==> config.mk <==
export PLATFORM = sky130hd
export DESIGN_NAME = usb_rx_nrzi_unstuff
export DESIGN_NICKNAME = d
export VERILOG_FILES = /design/src/rtl/usb_rx_pkg.sv /design/src/rtl/usb_bit_unstuffer.sv /design/src/rtl/usb_rx_nrzi_unstuff.sv
export SDC_FILE = /design/constraint.sdc
export NUM_CORES = 1
export LEC_CHECK = 0
export ABC_AREA = 1
export CAP_MARGIN = 20
export CORE_ASPECT_RATIO = 1.25
export CORE_MARGIN = 2
export CORE_UTILIZATION = 50
export DETAILED_ROUTE_END_ITERATION = 10
export PLACE_DENSITY = 0.78
export SLEW_MARGIN = 15
export SYNTH_ARGS = -nofsm -noshare
export SYNTH_HDL_FRONTEND = slang
export SYNTH_SLANG_ARGS = --single-unit
==> constraint.sdc <==
create_clock -name clk -period 1.5 [get_ports clk]
set_clock_uncertainty 0.05 [all_clocks]
set_input_delay 0.225 -clock clk [delete_from_list [all_inputs] [get_ports clk]]
set_output_delay 0.225 -clock clk [all_outputs]
set_load 0.01 [all_outputs]
==> src/rtl/usb_rx_pkg.sv <==
// Shared types and constants for the USB receive NRZI decoder / bit unstuffer.
package usb_rx_pkg;

    // Receiver state: idle bus, inside a packet, or counting an SE0 run.
    typedef enum logic [1:0] {
        IDLE = 2'd0,
        DATA = 2'd1,
        SE0  = 2'd2
    } rx_state_t;

    // Line symbol derived from the differential pair {D+, D-}.
    typedef enum logic [1:0] {
        SYM_J   = 2'd0,
        SYM_K   = 2'd1,
        SYM_SE0 = 2'd2,
        SYM_SE1 = 2'd3
    } line_sym_t;

    // D+ level of the idle (J) state on a full-speed bus.
    localparam logic J_LEVEL = 1'b1;

    // Default build parameters.
    localparam int STUFF_LEN_DEF = 6;
    localparam int SE0_MIN_DEF   = 2;
    localparam int SE0_MAX_DEF   = 8;
    localparam int CNT_W_DEF     = 8;

    // Map the sampled pair onto a line symbol.
    function automatic line_sym_t classify_sym(input logic dp, input logic dm);
        line_sym_t s;
        case ({dp, dm})
            2'b10:   s = SYM_J;
            2'b01:   s = SYM_K;
            2'b00:   s = SYM_SE0;
            default: s = SYM_SE1;
        endcase
        return s;
    endfunction

endpackage

==> src/rtl/usb_bit_unstuffer.sv <==
// Run-length tracker for decoded 1s. Flags the sample that must be a stuff
// bit and reports a stuff error when that bit decodes as 1.
module usb_bit_unstuffer
    import usb_rx_pkg::*;
#(
    parameter int STUFF_LEN = STUFF_LEN_DEF
) (
    input  logic clk,
    input  logic rst,
    input  logic sample_i,     // J/K payload sample taken this cycle
    input  logic bit_i,        // NRZI-decoded value of that sample
    input  logic clear_i,      // packet ended (SE0): forget the run
    output logic stuff_bit_o,  // this sample is a stuff bit, drop it
    output logic stuff_err_o   // stuff bit was a 1
);

    localparam int OW = $clog2(STUFF_LEN + 1);
    localparam logic [OW-1:0] STUFF_LEN_C = OW'(STUFF_LEN);

    logic [OW-1:0] ones_cnt_q;
    logic [OW-1:0] ones_cnt_d;
    logic          stuff_pending;

    // Once the run reaches STUFF_LEN, the very next sample is the stuff bit.
    assign stuff_pending = (ones_cnt_q == STUFF_LEN_C);
    assign stuff_bit_o   = sample_i && stuff_pending;
    assign stuff_err_o   = stuff_bit_o && bit_i;

    // Next run length: a stuff bit or a 0 restarts it, a 1 extends it.
    always_comb begin
        ones_cnt_d = ones_cnt_q;
        if (clear_i) begin
            ones_cnt_d = '0;
        end else if (sample_i) begin
            if (stuff_pending) begin
                ones_cnt_d = '0;
            end else if (bit_i) begin
                ones_cnt_d = ones_cnt_q + 1'b1;
            end else begin
                ones_cnt_d = '0;
            end
        end
    end

    // Run-length register.
    always_ff @(posedge clk or posedge rst) begin
        if (rst) begin
            ones_cnt_q <= '0;
        end else begin
            ones_cnt_q <= ones_cnt_d;
        end
    end

endmodule

==> src/rtl/usb_rx_nrzi_unstuff.sv <==
// USB receive decoder: classifies line symbols, NRZI-decodes J/K samples,
// removes stuff bits, detects EOP / bus reset and flags line/stuff errors.
// Optional statistics counters are built when DECODE_STATS_EN is defined;
// otherwise stuff_cnt_o / err_cnt_o read as zero and no counter flops exist.
module usb_rx_nrzi_unstuff
    import usb_rx_pkg::*;
#(
    parameter int STUFF_LEN = STUFF_LEN_DEF,
    parameter int SE0_MIN   = SE0_MIN_DEF,
    parameter int SE0_MAX   = SE0_MAX_DEF,
    parameter int CNT_W     = CNT_W_DEF
) (
    input  logic             clk,
    input  logic             rst,
    input  logic             d_plus_i,
    input  logic             d_minus_i,
    input  logic             shift_enable_i,
    output logic             d_orig_o,
    output logic             bit_valid_o,
    output logic             eop_det_o,
    output logic             stuff_err_o,
    output logic             line_err_o,
    output logic             bus_reset_o,
    output logic [CNT_W-1:0] stuff_cnt_o,
    output logic [CNT_W-1:0] err_cnt_o
);

    localparam int SW = $clog2(SE0_MAX + 1);
    localparam logic [SW-1:0] SE0_MAX_C = SW'(SE0_MAX);
    localparam logic [SW-1:0] SE0_MIN_C = SW'(SE0_MIN);

    rx_state_t state_q, state_d;
    logic          prev_q, prev_d;
    logic [SW-1:0] se0_cnt_q, se0_cnt_d;
    logic          d_orig_q, d_orig_d;
    logic          bit_valid_q, bit_valid_d;
    logic          eop_q, eop_d;
    logic          stuff_err_q, stuff_err_d;
    logic          line_err_q, line_err_d;
    logic          bus_reset_q, bus_reset_d;

    line_sym_t     sym;
    logic          is_jk;
    logic          dec_bit;
    logic [SW-1:0] se0_inc;
    logic          us_sample;
    logic          us_clear;
    logic          us_stuff_bit;
    logic          us_stuff_err;

    assign sym     = classify_sym(d_plus_i, d_minus_i);
    assign is_jk   = (sym == SYM_J) || (sym == SYM_K);
    // NRZI: no transition means 1, a transition means 0.
    assign dec_bit = (d_plus_i == prev_q);
    // SE0 run length including this sample, saturating at SE0_MAX.
    assign se0_inc = (se0_cnt_q == SE0_MAX_C) ? se0_cnt_q : se0_cnt_q + 1'b1;

    assign us_sample = shift_enable_i && (state_q == DATA) && is_jk;
    assign us_clear  = shift_enable_i && (sym == SYM_SE0);

    usb_bit_unstuffer #(
        .STUFF_LEN (STUFF_LEN)
    ) u_unstuffer (
        .clk         (clk),
        .rst         (rst),
        .sample_i    (us_sample),
        .bit_i       (dec_bit),
        .clear_i     (us_clear),
        .stuff_bit_o (us_stuff_bit),
        .stuff_err_o (us_stuff_err)
    );

    // Next-state and output decode, evaluated only on sample strobes.
    always_comb begin
        state_d     = state_q;
        prev_d      = prev_q;
        se0_cnt_d   = se0_cnt_q;
        d_orig_d    = d_orig_q;
        bus_reset_d = bus_reset_q;
        bit_valid_d = 1'b0;
        eop_d       = 1'b0;
        stuff_err_d = 1'b0;
        line_err_d  = 1'b0;

        if (shift_enable_i) begin
            if (sym != SYM_SE0) begin
                bus_reset_d = 1'b0;
            end
            if (sym == SYM_SE1) begin
                // Illegal symbol: report, but leave decode context untouched.
                line_err_d = 1'b1;
            end else begin
                case (state_q)
                    IDLE: begin
                        if (sym == SYM_K) begin
                            // First K after idle J is always a 0 (SYNC start).
                            state_d     = DATA;
                            d_orig_d    = 1'b0;
                            bit_valid_d = 1'b1;
                            prev_d      = 1'b0;
                        end else if (sym == SYM_SE0) begin
                            state_d     = SE0;
                            se0_cnt_d   = se0_inc;
                            bus_reset_d = (se0_inc == SE0_MAX_C);
                        end else begin
                            prev_d = J_LEVEL;
                        end
                    end
                    DATA: begin
                        if (sym == SYM_SE0) begin
                            // SE0 beats any pending stuff bit; the unstuffer clears itself.
                            state_d     = SE0;
                            se0_cnt_d   = se0_inc;
                            bus_reset_d = (se0_inc == SE0_MAX_C);
                        end else begin
                            prev_d = d_plus_i;
                            if (us_stuff_bit) begin
                                if (us_stuff_err) begin
                                    stuff_err_d = 1'b1;
                                    state_d     = IDLE;
                                end
                            end else begin
                                d_orig_d    = dec_bit;
                                bit_valid_d = 1'b1;
                            end
                        end
                    end
                    SE0: begin
                        if (sym == SYM_SE0) begin
                            se0_cnt_d   = se0_inc;
                            bus_reset_d = (se0_inc == SE0_MAX_C);
                        end else begin
                            // J closes the run as an EOP if long enough; K never does.
                            if ((sym == SYM_J) && (se0_cnt_q >= SE0_MIN_C)) begin
                                eop_d = 1'b1;
                            end else begin
                                line_err_d = 1'b1;
                            end
                            state_d   = IDLE;
                            prev_d    = J_LEVEL;
                            se0_cnt_d = '0;
                        end
                    end
                    default: begin
                        state_d   = IDLE;
                        prev_d    = J_LEVEL;
                        se0_cnt_d = '0;
                    end
                endcase
            end
        end
    end

    // Decoder state and registered outputs.
    always_ff @(posedge clk or posedge rst) begin
        if (rst) begin
            state_q     <= IDLE;
            prev_q      <= J_LEVEL;
            se0_cnt_q   <= '0;
            d_orig_q    <= 1'b1;
            bit_valid_q <= 1'b0;
            eop_q       <= 1'b0;
            stuff_err_q <= 1'b0;
            line_err_q  <= 1'b0;
            bus_reset_q <= 1'b0;
        end else begin
            state_q     <= state_d;
            prev_q      <= prev_d;
            se0_cnt_q   <= se0_cnt_d;
            d_orig_q    <= d_orig_d;
            bit_valid_q <= bit_valid_d;
            eop_q       <= eop_d;
            stuff_err_q <= stuff_err_d;
            line_err_q  <= line_err_d;
            bus_reset_q <= bus_reset_d;
        end
    end

    assign d_orig_o    = d_orig_q;
    assign bit_valid_o = bit_valid_q;
    assign eop_det_o   = eop_q;
    assign stuff_err_o = stuff_err_q;
    assign line_err_o  = line_err_q;
    assign bus_reset_o = bus_reset_q;

`ifdef DECODE_STATS_EN
    logic [CNT_W-1:0] stuff_cnt_q, stuff_cnt_d;
    logic [CNT_W-1:0] err_cnt_q, err_cnt_d;
    logic             stuff_rm;

    // A stuff bit was dropped cleanly (decoded 0).
    assign stuff_rm = us_stuff_bit && !us_stuff_err;

    // Saturating event counters, updated on the same edge as the pulses.
    always_comb begin
        stuff_cnt_d = stuff_cnt_q;
        err_cnt_d   = err_cnt_q;
        if (stuff_rm && (stuff_cnt_q != {CNT_W{1'b1}})) begin
            stuff_cnt_d = stuff_cnt_q + 1'b1;
        end
        if ((stuff_err_d || line_err_d) && (err_cnt_q != {CNT_W{1'b1}})) begin
            err_cnt_d = err_cnt_q + 1'b1;
        end
    end

    // Counter registers, cleared only by reset.
    always_ff @(posedge clk or posedge rst) begin
        if (rst) begin
            stuff_cnt_q <= '0;
            err_cnt_q   <= '0;
        end else begin
            stuff_cnt_q <= stuff_cnt_d;
            err_cnt_q   <= err_cnt_d;
        end
    end

    assign stuff_cnt_o = stuff_cnt_q;
    assign err_cnt_o   = err_cnt_q;
`else
    assign stuff_cnt_o = '0;
    assign err_cnt_o   = '0;
`endif

endmodule

==> metrics <==
total CTS buffers=3; final WL=slightly above 3000 um; largest net degree at the start of global routing=17; Int Pwr=1.38 mW; Startpoint Class=register; worst vdd rail ir drop=1060 uV; Top-Level Pins=27; commonest non-fill, non-tap cell in the layout=nand2_1; Vias/cell=4.83; CTS tree=yes; fin crit period=1.50 ns; die footprint=~2800 um2; status=complete, no violations; Pleak=between 0.8 and 0.9 nW; Worst Reg2Reg Path Length in Cells=8; ANT cells=0; GP Congestion=roughly 0.96; max-slew violations=0; Overflow after GRT=0; flop-to-flop setup slack=~0.0043 ns; H-tree depth=1; DRC viols=0; crit end category=register; multi-input logic area=~750 um2; per-cell routed wire length=between 10 and 15 um; Max Fclk=approximately 0.67 GHz; worst skew pair latency=approximately 0.29 ns; area delta synth->final=34.8%; CP Max Fanout=4; Fillers=171; critical path class=register to register; Starting Density=a little over half; number of global-route vias before repair=between 900 and 1k; class of the worst hold path=primary input to asynchronous set/reset pin; Netlist Area Pre-Place=around 1200 um2; PortBufs=10; DRC marker count from the first detailed-route iteration=49; required time of the critical path=between 1.5 and 2 ns; initial antenna violation count=0; endpoints failing setup=0; Sequential Power Share=between 20% and 30%; flops & latches, synth=16; layout cells sized above 1=roughly 34%; CTS Hold Buffers Added=0; Num Clock Sinks=16; sequential-to-total area share from yosys stat=approximately 33%; final hold violation count=0; Die X-Extent=roughly 48 um; clock-pin slew on the worst setup and hold paths=0.09 ns; post-layout util=between 70 and 80%; CP arrival=1.64 ns; die height=58.9 um; core area=around 2200 um2; Max clock buf depth=2; clock network fraction of total power=11.9%; Distinct cells, synth=25; Cell Area, Placed=~1400 um2; pwr dens=1480 nW/um2; clk root buf=clkbuf_4; Logic pwr share=between 50% and 60%; GRT Resource Usage Total=20.8%; Final Worst Setup Slack=~0.0043 ns; period utilization=between 90 and 100%; worst slack at placement=-0.326 ns; Avg Cell Area, Syn=just under 8 um2; Design Area, Final=1630 um2; Psw=1.02 mW; DP HPWL=approximately 2000 um; ANT nets after route=0; Post-Synthesis Cells=157; RSZ-0062 raised after global routing=true; routed vias=between 1k and 1.5k; Row Count=19; commonest non-fill, non-tap cells in the layout=26 x nand2_1, 25 x buf_4, 16 x conb_1; Max Cap Viol=0; FF+latch area=between 400 and 500 um2; global-route wire length before repair=roughly 4000 um; yosys warns=0; Nets=214; drt pass-1 iters=4; sw frac=between 40 and 50%
cells in the mapped netlist:
master | number | area [um2]
nor3_1 | 2 | 10.0
o22ai_1 | 3 | 18.8
o21ai_1 | 3 | 15.0
nor2_4 | 2 | 22.5
nand4_1 | 1 | 6.26
ha_1 | 13 | 163
a21oi_1 | 5 | 25.0
nor2_2 | 1 | 6.26
buf_4 | 17 | 128
nand3_1 | 12 | 60.1
xor2_1 | 2 | 17.5
nand3b_1 | 1 | 7.51
conb_1 | 1 | 3.75
a31oi_1 | 2 | 12.5
dfrtp_1 | 14 | 350
inv_1 | 25 | 93.8
nand2_1 | 29 | 109
o21ai_2 | 1 | 8.76
nor2_1 | 13 | 48.8
nand2_2 | 1 | 6.26
dfstp_2 | 2 | 52.6
inv_2 | 1 | 3.75
o21ai_0 | 4 | 20.0
a21oi_2 | 1 | 8.76
xnor2_1 | 1 | 8.76
logic make-up after synthesis:
family | count (synthesis) | synth area share [%]
other | 1 | 0.311
adders and majority gates | 13 | 13.5
buffers and inverters | 43 | 18.7
xor gates and xnor gates | 3 | 2.18
DFF | 16 | 33.4
and+or+nand+nor | 62 | 22.9
AOI/OAI and AO/OA | 19 | 9.02
sequential cells by signal, indices dropped and copies added (netlist names):
signal,cells
state_q,2
bit_valid_o,1
bus_reset_o,1
prev_q,1
eop_det_o,1
d_orig_o,1
line_err_o,1
stuff_err_o,1
u_unstuffer.ones_cnt_q,3
se0_cnt_q,4
worst max-delay path, cell delays in order, from the launching register on:
cell and delay [ns]:
dfrtp_1 0.41, buf_4 0.17, ha_1 0.21, nand2_1 0.14
nand2_2 0.08, a21oi_4 0.13, nand2_2 0.09, nand2_1 0.06
o21ai_1 0.06
routing by layer:
layer / vias to the layer above / global-route usage [%] / wire (um)
li1: 539 / - / -
met1: 525 / 23.4 / 1200
met2: 23 / 36.0 / 1770
met3: 5 / 3.99 / 82
met4: 0 / 9.27 / 52
met5: - / 0 / 0
power by group through the flow:
stage,clock (mW),combinational (mW),sequential (mW)
after global routing,0.312,1.56,0.715
after global placement,0,1.00,0.680
after floorplan,0,0.672,0.683
after detailed placement,0,1.04,0.686
final,0.287,1.41,0.703
after CTS,0.290,1.05,0.680
area by class of cell:
cell class | count | share of cell area (%)
tap | 31 | 2.39
inverter | 26 | 6.00
clock buffer | 4 | 2.23
timing repair buffer | 36 | 18.3
multi-input combinational | 113 | 46.2
sequential | 16 | 24.9
stage by stage:
stage,std cells,hold WS (ns),TNS (ns),total power [mW]
6_report,226,0.173,0,2.40
5_1_grt,226,0.193,-0.288,2.59
4_1_cts,219,0.185,0,2.02
3_5_place_dp,215,0.430,-4.17,1.73
3_3_place_gp,215,0.421,-3.55,1.68
2_1_floorplan,172,0.0873,0,1.35
worst paths after layout:
check / startpoint / to
setup / recovery: state_q[1] / state_q[0]
min in group clk: d_orig_o / d_orig_o
setup reg to reg: state_q[1] / state_q[0]
max in group asynchronous: rst / prev_q
hold / removal: rst / line_err_o
hold reg to reg: d_orig_o / d_orig_o
timing repair:
item                                    4_1_cts  5_1_grt
setup buffers                                 0        7
endpoints found under the setup margin        6       11
pin swaps                                     3       12
resized for setup                             6       32
cloned                                        0        0
hold endpoints to repair                      0        0
Note: power is estimated with default switching activity, not from simulation.
